[config.mk]
export PLATFORM = sky130hd
export DESIGN_NAME = instr_prefetch_buffer
export DESIGN_NICKNAME = d
export VERILOG_FILES = /design/src/rtl/instr_prefetch_buffer.sv
export SDC_FILE = /design/constraint.sdc
export NUM_CORES = 1
export LEC_CHECK = 0
export BUFFER_PORTS_ARGS = -buffer_cell sky130_fd_sc_hd__buf_2
export CAP_MARGIN = 10
export CELL_PAD_IN_SITES_DETAIL_PLACEMENT = 1
export CELL_PAD_IN_SITES_GLOBAL_PLACEMENT = 2
export CORE_ASPECT_RATIO = 0.8
export CORE_MARGIN = 4
export CORE_UTILIZATION = 35
export CTS_BUF_LIST = sky130_fd_sc_hd__clkbuf_4 sky130_fd_sc_hd__clkbuf_8 sky130_fd_sc_hd__clkbuf_16
export CTS_CLUSTER_DIAMETER = 50
export DETAILED_ROUTE_END_ITERATION = 16
export MAX_ROUTING_LAYER = met4
export PLACE_DENSITY = 0.88
export SLEW_MARGIN = 25
export SYNTH_ARGS = -nofsm -noshare
export SYNTH_HDL_FRONTEND = slang
export SYNTH_SLANG_ARGS = --single-unit
[constraint.sdc]
create_clock -name clk -period 3.35 [get_ports clk]
set_input_delay 0.67 -clock clk [delete_from_list [all_inputs] [get_ports clk]]
set_output_delay 0.67 -clock clk [all_outputs]
set_load 0.05 [all_outputs]
[src/rtl/instr_prefetch_buffer.sv]
// -----------------------------------------------------------------------------
// instr_prefetch_buffer
// Sequential instruction prefetcher between the core fetch stage and the
// sp_ram instruction port. Issues word-aligned read requests over
// req/gnt/rvalid, buffers returned words in a small FIFO and hands them to the
// core over a valid/ready port. A branch redirect flushes the FIFO and marks
// every response still in flight from the old stream for discard.
//
// Optional feature macro: PREFETCH_BYPASS_EN
//   When defined, a response arriving while the FIFO is empty (and nothing is
//   being discarded) is forwarded combinationally to the core port.
//
// Ports:
//   clk, rst_n        clock, asynchronous active-low reset
//   fetch_enable_i    permits new memory requests
//   branch_i          one-cycle redirect pulse, branch_addr_i is the target
//   fetch_valid_o     head word available (fetch_rdata_o / fetch_addr_o)
//   fetch_ready_i     core consumes the head word
//   instr_req_o       memory request, instr_addr_o word aligned
//   instr_be_o        byte enables (all ones), instr_we_o constant 0
//   instr_gnt_i       request accepted
//   instr_rvalid_i    read data valid, instr_rdata_i the data
//   busy_o            responses outstanding or pending discard
// -----------------------------------------------------------------------------
module instr_prefetch_buffer #(
    parameter int unsigned           ADDR_WIDTH      = 32,
    parameter int unsigned           DATA_WIDTH      = 32,
    parameter int unsigned           DEPTH           = 4,
    parameter int unsigned           MAX_OUTSTANDING = 2,
    parameter logic [ADDR_WIDTH-1:0] BOOT_ADDR       = ADDR_WIDTH'(32'h80)
) (
    input  logic                    clk,
    input  logic                    rst_n,
    input  logic                    fetch_enable_i,
    input  logic                    branch_i,
    input  logic [ADDR_WIDTH-1:0]   branch_addr_i,
    output logic                    fetch_valid_o,
    input  logic                    fetch_ready_i,
    output logic [DATA_WIDTH-1:0]   fetch_rdata_o,
    output logic [ADDR_WIDTH-1:0]   fetch_addr_o,
    output logic                    instr_req_o,
    output logic [ADDR_WIDTH-1:0]   instr_addr_o,
    output logic [DATA_WIDTH/8-1:0] instr_be_o,
    output logic                    instr_we_o,
    input  logic                    instr_gnt_i,
    input  logic                    instr_rvalid_i,
    input  logic [DATA_WIDTH-1:0]   instr_rdata_i,
    output logic                    busy_o
);

    localparam int unsigned PTR_W = $clog2(DEPTH);
    localparam int unsigned CNT_W = $clog2(DEPTH + 1);
    localparam int unsigned OUT_W = $clog2(MAX_OUTSTANDING + 1);
    localparam int unsigned SUM_W = ((CNT_W > OUT_W) ? CNT_W : OUT_W) + 1;

    localparam logic [ADDR_WIDTH-1:0] ALIGN_MASK = ~ADDR_WIDTH'(3);
    localparam logic [ADDR_WIDTH-1:0] STEP       = ADDR_WIDTH'(4);
    localparam logic [ADDR_WIDTH-1:0] BOOT_ALIGN = BOOT_ADDR & ALIGN_MASK;

    logic [ADDR_WIDTH-1:0] req_addr_q;
    logic [ADDR_WIDTH-1:0] pend_addr_q;
    logic [ADDR_WIDTH-1:0] head_addr_q;
    logic                  req_hold_q;
    logic                  br_pend_q;
    logic [DATA_WIDTH-1:0] mem_q [DEPTH];
    logic [PTR_W-1:0]      wptr_q;
    logic [PTR_W-1:0]      rptr_q;
    logic [CNT_W-1:0]      count_q;
    logic [OUT_W-1:0]      outstanding_q;
    logic [OUT_W-1:0]      discard_q;

    logic [ADDR_WIDTH-1:0] target;
    logic [SUM_W-1:0]      used;
    logic                  credit_ok;
    logic                  req_c;
    logic                  gnt_c;
    logic                  rsp_c;
    logic                  drop_c;
    logic                  keep_c;
    logic                  fifo_empty;
    logic                  byp_c;
    logic                  byp_take_c;
    logic                  push_c;
    logic                  pop_c;
    logic                  valid_c;

    assign target = branch_addr_i & ALIGN_MASK;

    // Slots already promised: buffered words plus live (non-discarded) reads.
    assign used      = SUM_W'(count_q) + SUM_W'(outstanding_q) - SUM_W'(discard_q);
    assign credit_ok = (outstanding_q < OUT_W'(MAX_OUTSTANDING)) && (used < SUM_W'(DEPTH));

    // A raised request is held until granted, regardless of enable or branch.
    assign req_c = req_hold_q | (fetch_enable_i & credit_ok);
    assign gnt_c = req_c & instr_gnt_i;

    // Responses with nothing outstanding are protocol errors and ignored.
    assign rsp_c  = instr_rvalid_i & (outstanding_q != '0);
    assign drop_c = rsp_c & ((discard_q != '0) | branch_i);
    assign keep_c = rsp_c & ~drop_c;

    assign fifo_empty = (count_q == '0);

`ifdef PREFETCH_BYPASS_EN
    assign byp_c = keep_c & fifo_empty;
`else
    assign byp_c = 1'b0;
`endif

    assign byp_take_c = byp_c & fetch_ready_i;
    assign push_c     = keep_c & ~byp_take_c;
    assign pop_c      = ~branch_i & fetch_ready_i & ~fifo_empty;
    assign valid_c    = ~fifo_empty | byp_c;

    // Request side: address, hold and redirect bookkeeping.
    always_ff @(posedge clk or negedge rst_n) begin
        if (!rst_n) begin
            req_addr_q    <= BOOT_ALIGN;
            pend_addr_q   <= BOOT_ALIGN;
            req_hold_q    <= 1'b0;
            br_pend_q     <= 1'b0;
            outstanding_q <= '0;
            discard_q     <= '0;
        end else begin
            req_hold_q    <= req_c & ~instr_gnt_i;
            outstanding_q <= outstanding_q + OUT_W'(gnt_c) - OUT_W'(rsp_c);

            if (branch_i) begin
                // Everything in flight now, including a grant this cycle, is stale.
                discard_q <= outstanding_q + OUT_W'(gnt_c) - OUT_W'(rsp_c);
            end else if (br_pend_q && gnt_c) begin
                // The held pre-branch request finally granted: its data is stale too.
                discard_q <= discard_q + OUT_W'(1) - OUT_W'(drop_c);
            end else if (drop_c) begin
                discard_q <= discard_q - OUT_W'(1);
            end

            if (branch_i) begin
                if (req_c && !instr_gnt_i) begin
                    br_pend_q   <= 1'b1;
                    pend_addr_q <= target;
                end else begin
                    br_pend_q  <= 1'b0;
                    req_addr_q <= target;
                end
            end else if (gnt_c) begin
                if (br_pend_q) begin
                    br_pend_q  <= 1'b0;
                    req_addr_q <= pend_addr_q;
                end else begin
                    req_addr_q <= req_addr_q + STEP;
                end
            end
        end
    end

    // FIFO pointers, occupancy and head address.
    always_ff @(posedge clk or negedge rst_n) begin
        if (!rst_n) begin
            wptr_q      <= '0;
            rptr_q      <= '0;
            count_q     <= '0;
            head_addr_q <= BOOT_ALIGN;
        end else if (branch_i) begin
            wptr_q      <= '0;
            rptr_q      <= '0;
            count_q     <= '0;
            head_addr_q <= target;
        end else begin
            if (push_c) begin
                wptr_q <= wptr_q + PTR_W'(1);
            end
            if (pop_c) begin
                rptr_q <= rptr_q + PTR_W'(1);
            end
            count_q <= count_q + CNT_W'(push_c) - CNT_W'(pop_c);
            if (pop_c || byp_take_c) begin
                head_addr_q <= head_addr_q + STEP;
            end
        end
    end

    // FIFO storage; contents are don't-care until written.
    always_ff @(posedge clk) begin
        if (push_c) begin
            mem_q[wptr_q] <= instr_rdata_i;
        end
    end

    // Core port; address and data read as zero while nothing is valid.
    assign fetch_valid_o = valid_c;
    assign fetch_addr_o  = valid_c ? head_addr_q : '0;
`ifdef PREFETCH_BYPASS_EN
    assign fetch_rdata_o = byp_c ? instr_rdata_i : (valid_c ? mem_q[rptr_q] : '0);
`else
    assign fetch_rdata_o = valid_c ? mem_q[rptr_q] : '0;
`endif

    // Memory port.
    assign instr_req_o  = req_c;
    assign instr_addr_o = req_c ? req_addr_q : '0;
    assign instr_be_o   = '1;
    assign instr_we_o   = 1'b0;

    assign busy_o = (outstanding_q != '0) || (discard_q != '0);

endmodule

# Word-level counts from Yosys, hierarchy flattened
# Memory sizes are Yosys's and may differ from the RTL's.
# Cells that the tools add are included.
op_classes:
  add_sub_neg: 13
  magnitude_cmp: 2
  n_eq_ne: 1
  mux: 22
  bitwise_logic: 14
  reduce_logical: 14
op_table:
  columns: ["cell", "count"]
  rows:
  - ["32-bit two-way mux", 9]
  - ["32-bit by 3-bit adder with 32-bit output (second input constant)", 2]
  - ["2-bit two-way mux", 7]
  - ["2-bit nonzero test", 5]
  - ["1-bit AND", 8]
  - ["2-bit by 1-bit adder with 2-bit output (second input constant)", 3]
  - ["1-bit two-way mux", 5]
  - ["3-bit by 2-bit adder with 4-bit output", 1]
  - ["4-bit by 3-bit < comparator with 1-bit output (second input constant)", 1]
  - ["1-bit NOT", 4]
  - ["2-bit AND reduction", 2]
  - ["2-bit by 1-bit subtractor with 2-bit output", 2]
  - ["4-bit by 2-bit subtractor with 4-bit output", 1]
  - ["3-bit by 1-bit adder with 3-bit output", 1]
  - ["1-bit logical AND", 3]
  - ["3-bit zero test", 1]
  - ["3-bit two-way mux", 1]
  - ["3-bit nonzero test", 1]
  - ["3-bit by 1-bit subtractor with 3-bit output", 1]
  - ["2-bit by 1-bit adder with 2-bit output", 1]
  - ["2-bit < comparator (second input constant)", 1]
  - ["2-bit inequality test (second input constant)", 1]
  - ["1-bit bitwise OR", 2]
  - ["2-bit by 1-bit subtractor with 2-bit output (second input constant)", 1]
  - ["other kinds (2)", 2]
totals:
  regBits: 107
  ram_bits: 128
  inputBits: 71
  output_inout_bits: 104
  elab_cells: 77
  mem_count: 1
mem_list:
  columns: ["name", "words", "word_bits", "rd", "rd_ports_with_merged_regs", "write_ports", "line_no", "source"]
  rows:
  - ["mem_q", 4, 32, 1, 0, 1, "65", "logic [DATA_WIDTH-1:0] mem_q [DEPTH];"]

# Longest topological paths before layout
# Gate-level depths: netlist of the first run.
logic_depth:
  ltp_word: 10
  mapped_depth: 13

# Worst setup path before layout of the first run
# OpenSTA, ideal clock, no wires.
synth_path:
  path_kind: "register to output"
  from: "reg count_q[1]"
  to: "out instr_addr_o[18]"
  arrival_time_ns: 3.299
  path_slack_ns: -0.619
  path_stages_with_launch: 11
  path_cell_list: "dfrtp_1 inv_1 fa_1 inv_1 ha_1 or3b_1 o211ai_2 a21oi_4 inv_2 clkbuf_1 and2_1"
synth_between:
  elab_chain_cells: 7
synth_lines:
  columns: ["element", "line_no", "source"]
  rows:
  - ["start: declaration", "68", "logic [CNT_W-1:0] count_q;"]
  - ["start signal: assignment", "176", "count_q <= count_q + CNT_W'(push_c) - CNT_W'(pop_c);"]
  - ["3-bit by 2-bit adder with 4-bit output", "90", "assign used = SUM_W'(count_q) + SUM_W'(outstanding_q) - SUM_W'(discard_q);"]
  - ["4-bit by 2-bit subtractor with 4-bit output", "90", null]
  - ["4-bit by 3-bit < comparator with 1-bit output", "91", "assign credit_ok = (outstanding_q < OUT_W'(MAX_OUTSTANDING)) && (used < SUM_W'(DEPTH));"]
  - ["1-bit logical AND", "91", null]
  - ["1-bit AND", "94", "assign req_c = req_hold_q | (fetch_enable_i & credit_ok);"]
  - ["1-bit bitwise OR", "94", null]
  - ["via instr_req_o", "41", "output logic instr_req_o,"]
  - ["32-bit two-way mux", "201", "assign instr_addr_o = req_c ? req_addr_q : '0;"]
  - ["end: declaration", "42", "output logic [ADDR_WIDTH-1:0] instr_addr_o,"]
# The timed path passes the listed nets, and every way through them passes these cells.

# Worst setup path in the final report of the first run
layout_path:
  from: "reg outstanding_q[1]"
  to: "out instr_addr_o[27]"
layout_between:
  elab_chain_cells: 7
  word_cells_on_any_way: 8
  cone_classes: "2 x add/sub; 2 x order compare; 1 x mux; 2 x bitwise; 1 x reduce/logical"
layout_lines:
  columns: ["element", "line_no", "source"]
  rows:
  - ["start: declaration", "69", "logic [OUT_W-1:0] outstanding_q;"]
  - ["start signal: assignment", "126", "outstanding_q <= outstanding_q + OUT_W'(gnt_c) - OUT_W'(rsp_c);"]
  - ["3-bit by 2-bit adder with 4-bit output", "90", null]
  - ["4-bit by 2-bit subtractor with 4-bit output", "90", null]
  - ["4-bit by 3-bit < comparator with 1-bit output", "91", null]
  - ["1-bit logical AND (*)", "91", null]
  - ["1-bit AND (*)", "94", null]
  - ["1-bit bitwise OR (*)", "94", null]
  - ["32-bit two-way mux (*)", "201", null]
# Every way passes the cells marked *; elsewhere a longest branch is shown, timed or not.

==> metrics.yaml, run 1 <==
outcome:
  status: "complete, but fails checks"
  failing_checks: "setup timing"
sta:
  finalWorstSetupSlack_ns: -0.380
  fin_hold_ws_ns: 0.171
  relSlewSlack_pct: 48.3
  period_needed_ns: 3.73
  final-hold-violation-count: 0
  rsz0062_at_grt: "true"
  clock.fmax_mhz: 268
  slew_viol_final: 0
  worstMarginPinSlew_ns: 0.764
  post-route-period-util_pct: 111
  setup_violations_final: 31
  timing.clock.skew_ns: 0.0304
synthesis:
  synth.top_cells.by_count: "sky130_fd_sc_hd__edfxtp_1, sky130_fd_sc_hd__dfrtp_1, sky130_fd_sc_hd__and2_1"
  synth_enable_flop_cells: 128
  postSynthAreaPerCell_um2: 12.3
  ys_async_sr_fraction_pct: 44.6
  yosys-top-cells-area: "sky130_fd_sc_hd__edfxtp_1, sky130_fd_sc_hd__dfrtp_1, sky130_fd_sc_hd__mux4_2"
  synth.top_cell.area_share_pct: 33.6
  seq_area_frac_synth_pct: 56.2
  top_reg_cell_synth: "sky130_fd_sc_hd__edfxtp_1"
  ys_ff_latch: 231
  synth.yosys.warnings: 0
  synthDistinctLibCells: 81
  synthMostInstantiatedCell: "sky130_fd_sc_hd__edfxtp_1"
  syn_area_um2: 11400
  syn-instance-count: 928
  post-synth-top-area-cell: "sky130_fd_sc_hd__edfxtp_1"
finish:
  post_layout_nonfiller_instances: 1558
  post_route_cells_drive_above_1_share_pct: 33.8
  area_growth_pct: 26.2
  design.final.nets: 1201
critical_path:
  critical_path.cell_chain: "inv_2, fa_1, inv_2, ha_4, or3b_4, o211ai_4, a21oi_4, inv_4, buf_12, buf_16, and2_4, buf_8"
  worst_setup_path_start_kind: "flop"
  cp.arrival_ns: 3.06
  cp_common_cell: "sky130_fd_sc_hd__inv_2"
  worst_path_max_delay_cell: "sky130_fd_sc_hd__fa_1"
  timing.setup.critical_path_class: "reg -> out"
  timing.critical_path.buf_inv: 6
  critical_path.endpoint_type: "output port"
  critical_path_required_ns: 2.68
  timing.critical_path.max_delay_family: "adder cells"
  crit_path_max_fanout: 6
  delay_of_the_slowest_critical_path_stage_ns: 0.55
  setup.reg_to_reg.worst_slack_ns: 0.15
cts:
  worst_skew_pair.late_latency_ns: 0.56
  cts-buffers-inserted: 30
  cts.root.buffer_cell: "sky130_fd_sc_hd__clkbuf_16"
  cts_tree: "built"
  holdBufCountCts: 0
  cts.clk_slew.worst_paths_ns: 0.06
  clockBufferDepth: 3
  clock_sinks: 231
  cts.htree.levels: 1
routing:
  detail-route-antenna-nets: 0
  drtIter0Drc: 610
  wl_mm: 35.4
  routed_wire_length_per_instance_um: 22.7
  vias: 8484
  viasPerCell: 5.45
  drc: 0
  dr.pass1.iters: 5
global_route:
  gr-usage-all-layers_pct: 19.8
  first_global_vias: 8723
  grt_pass1_wl_mm: 53.8
  globalRoute.totalOverflow: 0
  grt_antenna_before_repair: 1
  grt_max_degree: 54
power_and_ir_drop:
  totalPowerFinal_w: 0.0148
  vdd_ir_drop_max_v: 0.000544
  power_density_cells_nw_per_um2: 1020
  leak_nw: 5.65
place:
  dpl.hpwl_mm: 23.8
  numPortBuffers: 163
  placedCellCount: 1490
  place_worst_setup_slack_ns: 0.0250
  gp_congestion: 0.865
hold_path:
  worstHoldPathType: "in -> async"
floorplanning:
  fp.dieH_um: 170
  floorplan.core_area_um2: 31900
  die_area_um2: 35700
  num_rows: 58
  io-pin-count: 175
  floorplan.die.width_um: 210
  floorplan.initialDensity_pct: 35.9
flow_run:
  drv_cap: 0
==> layout make-up <==
cell class                 count  area (um^2)
antenna                        1         2.50
clock buffer                  32          766
clock inverter                23          203
fill                        3352        17400
inverter                      32          123
multi-input combinational    609         4790
sequential                   231         6430
tap                          420          526
timing repair buffer         210         1610
==> stage by stage <==
step                      util [%]  TNS [ns]  area (um^2)
after floorplan                  -    -0.796        11500
after global placement        40.4         0        12900
after detailed placement      40.4         0        12900
after CTS                     44.8    -11.65        14300
after global routing          45.3    -14.48        14400
final                         45.3    -10.31        14400
==> worst reg2reg max path, stage by stage (launching register included) <==
cell and delay [ns]:
sky130_fd_sc_hd__dfrtp_1 0.35, sky130_fd_sc_hd__inv_2 0.05, sky130_fd_sc_hd__fa_1 0.55, sky130_fd_sc_hd__inv_2 0.05, sky130_fd_sc_hd__ha_4 0.27, sky130_fd_sc_hd__nand3b_1 0.12, sky130_fd_sc_hd__a31o_4 0.30, sky130_fd_sc_hd__a21oi_4 0.16
sky130_fd_sc_hd__inv_4 0.07, sky130_fd_sc_hd__buf_12 0.13, sky130_fd_sc_hd__clkbuf_16 0.15, sky130_fd_sc_hd__buf_4 0.14, sky130_fd_sc_hd__nand3_1 0.12, sky130_fd_sc_hd__buf_8 0.26, sky130_fd_sc_hd__mux2_2 0.39
==> kinds of logic (layout without fill, tap and decap cells) <==
logic type / count (synthesis) / in the layout / share of synthesized area [%]
compound gates: 150 / 150 / 9.41
other cells: 2 / 10 / 0.0657
simple gates: 320 / 320 / 15.5
mux: 67 / 67 / 9.74
buf+inv: 95 / 297 / 3.64
flops: 231 / 231 / 56.2
fa+ha+maj: 16 / 16 / 1.88
xor+xnor: 47 / 47 / 3.60
==> where the power goes <==
group	total (W)	internal (W)	switching, W
clock	0.00312	0.00177	0.00135
combinational	0.00756	0.00290	0.00466
sequential	0.00410	0.00356	0.000544
total	0.0148	0.00823	0.00655
==> layout by cell type (no fill, tap or decap), types with 6 or more instances in the layout <==
| cell | count |
|---|---|
| sky130_fd_sc_hd__o31ai_1 | 8 |
| sky130_fd_sc_hd__clkbuf_16 | 31 |
| sky130_fd_sc_hd__nor3_1 | 26 |
| sky130_fd_sc_hd__nor4_1 | 13 |
| sky130_fd_sc_hd__nand4_1 | 8 |
| sky130_fd_sc_hd__a211oi_1 | 6 |
| sky130_fd_sc_hd__nor2_4 | 8 |
| sky130_fd_sc_hd__clkinv_1 | 7 |
| sky130_fd_sc_hd__nand2b_1 | 11 |
| sky130_fd_sc_hd__dfrtp_1 | 99 |
| sky130_fd_sc_hd__a21oi_1 | 15 |
| sky130_fd_sc_hd__nor2_1 | 37 |
| sky130_fd_sc_hd__buf_8 | 26 |
| sky130_fd_sc_hd__buf_12 | 8 |
| sky130_fd_sc_hd__o21ai_0 | 31 |
| sky130_fd_sc_hd__edfxtp_1 | 128 |
| sky130_fd_sc_hd__conb_1 | 9 |
| sky130_fd_sc_hd__buf_4 | 35 |
| sky130_fd_sc_hd__mux4_2 | 32 |
| sky130_fd_sc_hd__xor2_1 | 12 |
| sky130_fd_sc_hd__xnor2_1 | 35 |
| sky130_fd_sc_hd__buf_6 | 7 |
| sky130_fd_sc_hd__buf_2 | 131 |
| sky130_fd_sc_hd__nand2_1 | 58 |
| sky130_fd_sc_hd__a31oi_1 | 13 |
| sky130_fd_sc_hd__and3_1 | 7 |
| sky130_fd_sc_hd__and2_1 | 69 |
| sky130_fd_sc_hd__inv_1 | 24 |
| sky130_fd_sc_hd__and2_4 | 22 |
| sky130_fd_sc_hd__a32oi_1 | 9 |
| sky130_fd_sc_hd__nand3_1 | 28 |
| sky130_fd_sc_hd__mux2_2 | 32 |
| sky130_fd_sc_hd__ha_1 | 12 |
| sky130_fd_sc_hd__and4_1 | 9 |
==> final timing paths <==
kind / start / end / depth (start not counted)
min in group clk: instr_rdata_i[30] / mem_q[0][30] / 1
min: rst_n / req_addr_q[11] / 1
max in group asynchronous: rst_n / wptr_q[1] / 2
max: outstanding_q[1] / instr_addr_o[27] / 12
min reg2reg: pend_addr_q[15] / pend_addr_q[15] / 1
max reg2reg: outstanding_q[1] / pend_addr_q[12] / 14
==> routing by layer <==
metal  vias up  global-route usage [%]  part of all wire (%)
li1       3812                       -                     -
met1      4412                    28.5                    46
met2       227                    31.0                    48
met3        33                    2.62                   4.5
met4         0                    3.01                   1.2
met5         -                       -                     0
==> what timing repair did <==
action | 4_1_cts | 5_1_grt
gates resized for setup | 111 | 24
setup endpoints to repair | 31 | 56
buffers inserted | 4 | 5
cloned | 2 | 1
hold endpoints to repair | 0 | 0
pin swaps | 6 | 3
==> sequential cells by signal, summed over array words and instances (netlist names) <==
signal	count
wptr_q	2
head_addr_q	30
br_pend_q	1
rptr_q	2
req_addr_q	30
mem_q	128
discard_q	2
req_hold_q	1
outstanding_q	2
count_q	3
pend_addr_q	30
Note: power is estimated with default switching activity, not from simulation.
==> run 2: changes to the inputs <==
--- a/config.mk
+++ b/config.mk
@@ -7,10 +7,10 @@
 export LEC_CHECK = 0
 export BUFFER_PORTS_ARGS = -buffer_cell sky130_fd_sc_hd__buf_2
 export CAP_MARGIN = 10
-export CELL_PAD_IN_SITES_DETAIL_PLACEMENT = 1
+export CELL_PAD_IN_SITES_DETAIL_PLACEMENT = 2
 export CELL_PAD_IN_SITES_GLOBAL_PLACEMENT = 2
 export CORE_ASPECT_RATIO = 0.8
-export CORE_MARGIN = 4
+export CORE_MARGIN = 1.5
 export CORE_UTILIZATION = 35
 export CTS_BUF_LIST = sky130_fd_sc_hd__clkbuf_4 sky130_fd_sc_hd__clkbuf_8 sky130_fd_sc_hd__clkbuf_16
 export CTS_CLUSTER_DIAMETER = 50
==> metrics.yaml, run 2 (synthesized netlist as in run 1, its figures left out) <==
outcome:
  status: "complete, but fails checks"
  failing_checks: "setup timing"
routing:
  routed_wire_length_per_instance_um: 27.8  # +22%
  detail-route-antenna-nets: 0  # unchanged
  drc: 0  # unchanged
  vias: 9054  # +6.7%
  viasPerCell: 5.77  # +6.0%
  drtIter0Drc: 849  # +39%
  wl_mm: 43.6  # +23%
  dr.pass1.iters: 5  # unchanged
critical_path:
  critical_path_required_ns: 2.68  # about the same
  reg2reg_depth: 16  # +2
  timing.critical_path.buf_inv: 5  # -1
  cp_common_cell: "sky130_fd_sc_hd__inv_2"
  worst_path_max_delay_cell: "sky130_fd_sc_hd__fa_1"
  timing.setup.critical_path_class: "reg -> out"
  delay_of_the_slowest_critical_path_stage_ns: 0.55  # about the same
  worst_setup_path_start_kind: "flop"
  cp.depth: 11  # -1
  crit_path_max_fanout: 4  # -2
  critical_path.cell_chain: "inv_2, fa_1, inv_2, ha_4, or3b_4, o211ai_4, a21oi_4, buf_4, buf_16, nor2_2, buf_6"
  critical_path.endpoint_type: "output port"
  cp.arrival_ns: 3.05  # about the same
  timing.critical_path.max_delay_family: "adder cells"
cts:
  cts.htree.levels: 2  # +1
  cts.root.buffer_cell: "sky130_fd_sc_hd__clkbuf_16"
  holdBufCountCts: 0  # unchanged
  cts-buffers-inserted: 34  # +13%
  cts.clk_slew.worst_paths_ns: 0.05  # about the same
  cts_tree: "built"
  clock_sinks: 231  # unchanged
  worst_skew_pair.late_latency_ns: 0.51  # -0.05 ns
  clockBufferDepth: 3  # unchanged
power_and_ir_drop:
  relative_contribution_of_the_clock_network_to_total_power_pct: 23.0  # +1.9 points
  power_frac_comb_pct: 50.5  # -0.7 points
  leak_nw: 5.82  # +3.0%
  vdd_ir_drop_max_v: 0.000492  # -9.4%
  p_int_w: 0.00883  # +7.3%
  switching_fraction_of_total_power_pct: 44.4  # +0.046 points
  seqPwrFrac_pct: 26.5  # -1.2 points
  power_density_cells_nw_per_um2: 1080  # +5.5%
  total_switching_power_w: 0.00704  # +7.5%
finish:
  final_common_cell: "sky130_fd_sc_hd__buf_2"
  final.fill_count: 3153  # -5.9%
  area_growth_pct: 28.5
  post_route_cells_drive_above_1_share_pct: 35.4  # +1.6 points
  layout.cells.most_common_list: "sky130_fd_sc_hd__buf_2, sky130_fd_sc_hd__edfxtp_1, sky130_fd_sc_hd__dfrtp_1, sky130_fd_sc_hd__and2_1, sky130_fd_sc_hd__nand2_1"
  final-seq-area_um2: 6430  # unchanged
  final_util_pct: 46.3  # +0.93 points
  design.final.nets: 1209  # +0.67%
  top_register: "mem_q"
  multi_input_area_um2: 4830  # +0.86%
  postLayoutCellArea_um2: 14700  # +1.8%
  largest_reg_flops: 128  # unchanged
sta:
  rsz0062_at_grt: "true"
  timing.clock.skew_ns: 0.0304  # +0.00000280 ns
  final-hold-violation-count: 0  # unchanged
  finalWorstSetupSlack_ns: -0.373  # +0.00710 ns
  relSlewSlack_pct: 44.9  # -3.4 points
  slew_viol_final: 0  # unchanged
  setup_total_negative_slack_ns: -11.83  # -1.52 ns
  post-route-period-util_pct: 111  # -0.21 points
  clock.fmax_mhz: 269  # +0.19%
  period_needed_ns: 3.72  # -0.00710 ns
  worstMarginPinSlew_ns: 0.820  # +0.0560 ns
  setup_violations_final: 43  # +39%
global_route:
  first_global_vias: 9629  # +10%
  gr-usage-all-layers_pct: 25.6  # +5.8 points
  grt_max_degree: 63  # +17%
  globalRoute.totalOverflow: 0  # unchanged
  grt_antenna_before_repair: 1  # unchanged
  grt_pass1_wl_mm: 62.4  # +16%
floorplanning:
  num_rows: 58  # unchanged
  floorplan.initialDensity_pct: 36.0  # +0.082 points
  floorplan.core_area_um2: 31800  # -0.23%
  die_area_um2: 33800  # -5.3%
  fp.dieH_um: 165  # -2.9%
  floorplan.die.width_um: 205  # -2.4%
  io-pin-count: 175  # unchanged
place:
  place_worst_setup_slack_ns: -0.0261  # -0.0511 ns
  dpl.hpwl_mm: 26.2  # +10%
  postPlaceCellArea_um2: 12800  # -0.17%
  gp_congestion: 0.842  # -2.7%
  numPortBuffers: 163  # unchanged
flow_run:
  drv_cap: 0  # unchanged
hold_path:
  worstHoldPathType: "in -> async"
-- run 2: area by class of cell --
type,instances,area share [%]
repair buffers,214,11.3
clock inverters,16,1.23
multi-input cells,609,32.9
clock buffers,45,6.51
inverters,32,0.834
diodes,1,0.0170
well taps,420,3.57
flip-flops and latches,231,43.7
-- run 2: timing repair --
| action | CTS | global route |
|---|---|---|
| buffers inserted | 7 | 9 |
| cloned | 3 | 3 |
| pin swaps | 5 | 7 |
| resized for setup | 118 | 36 |
| endpoints found under the setup margin | 90 | 121 |
-- run 2: per-layer routing --
| layer | wire length, um | GRT usage [%] |
|---|---|---|
| met2 | 21800 | 42.3 |
| met3 | 2710 | 4.18 |
| met5 | 0 | - |
| met1 | 17600 | 32.5 |
| met4 | 1420 | 7.83 |
-- run 2: path summary, 6_finish.rpt --
check	startpoint	slack [ns]	to
worst max-delay path	outstanding_q[1]	-0.37	instr_addr_o[21]
worst min-delay path	rst_n	0.21	pend_addr_q[12]
worst max register to register	outstanding_q[1]	-0.35	req_addr_q[16]
worst min register to register	pend_addr_q[25]	0.51	pend_addr_q[25]
max in group asynchronous	rst_n	2.29	head_addr_q[7]
min in group clk	instr_rdata_i[19]	0.39	mem_q[1][19]
-- run 2: power groups by stage --
| stage | Clock (W) | Sequential, W | Combinational, W |
|---|---|---|---|
| finish | 0.00365 | 0.00421 | 0.00801 |
| detailed placement | 0 | 0.00415 | 0.00644 |
| global route | 0.00381 | 0.00424 | 0.00842 |
| CTS | 0.00368 | 0.00412 | 0.00754 |
| global placement | 0 | 0.00410 | 0.00619 |
| floorplan | 0 | 0.00392 | 0.00476 |
-- run 2: through the flow --
| step | hold WS, ns | total power [W] | instances |
|---|---|---|---|
| after CTS | 0.232 | 0.0153 | 1558 |
| after detailed placement | 0.490 | 0.0106 | 1487 |
| final | 0.211 | 0.0159 | 1568 |
| after floorplan | 0.374 | 0.00868 | 935 |
| after global routing | 0.247 | 0.0165 | 1568 |
| after global placement | 0.476 | 0.0103 | 1487 |
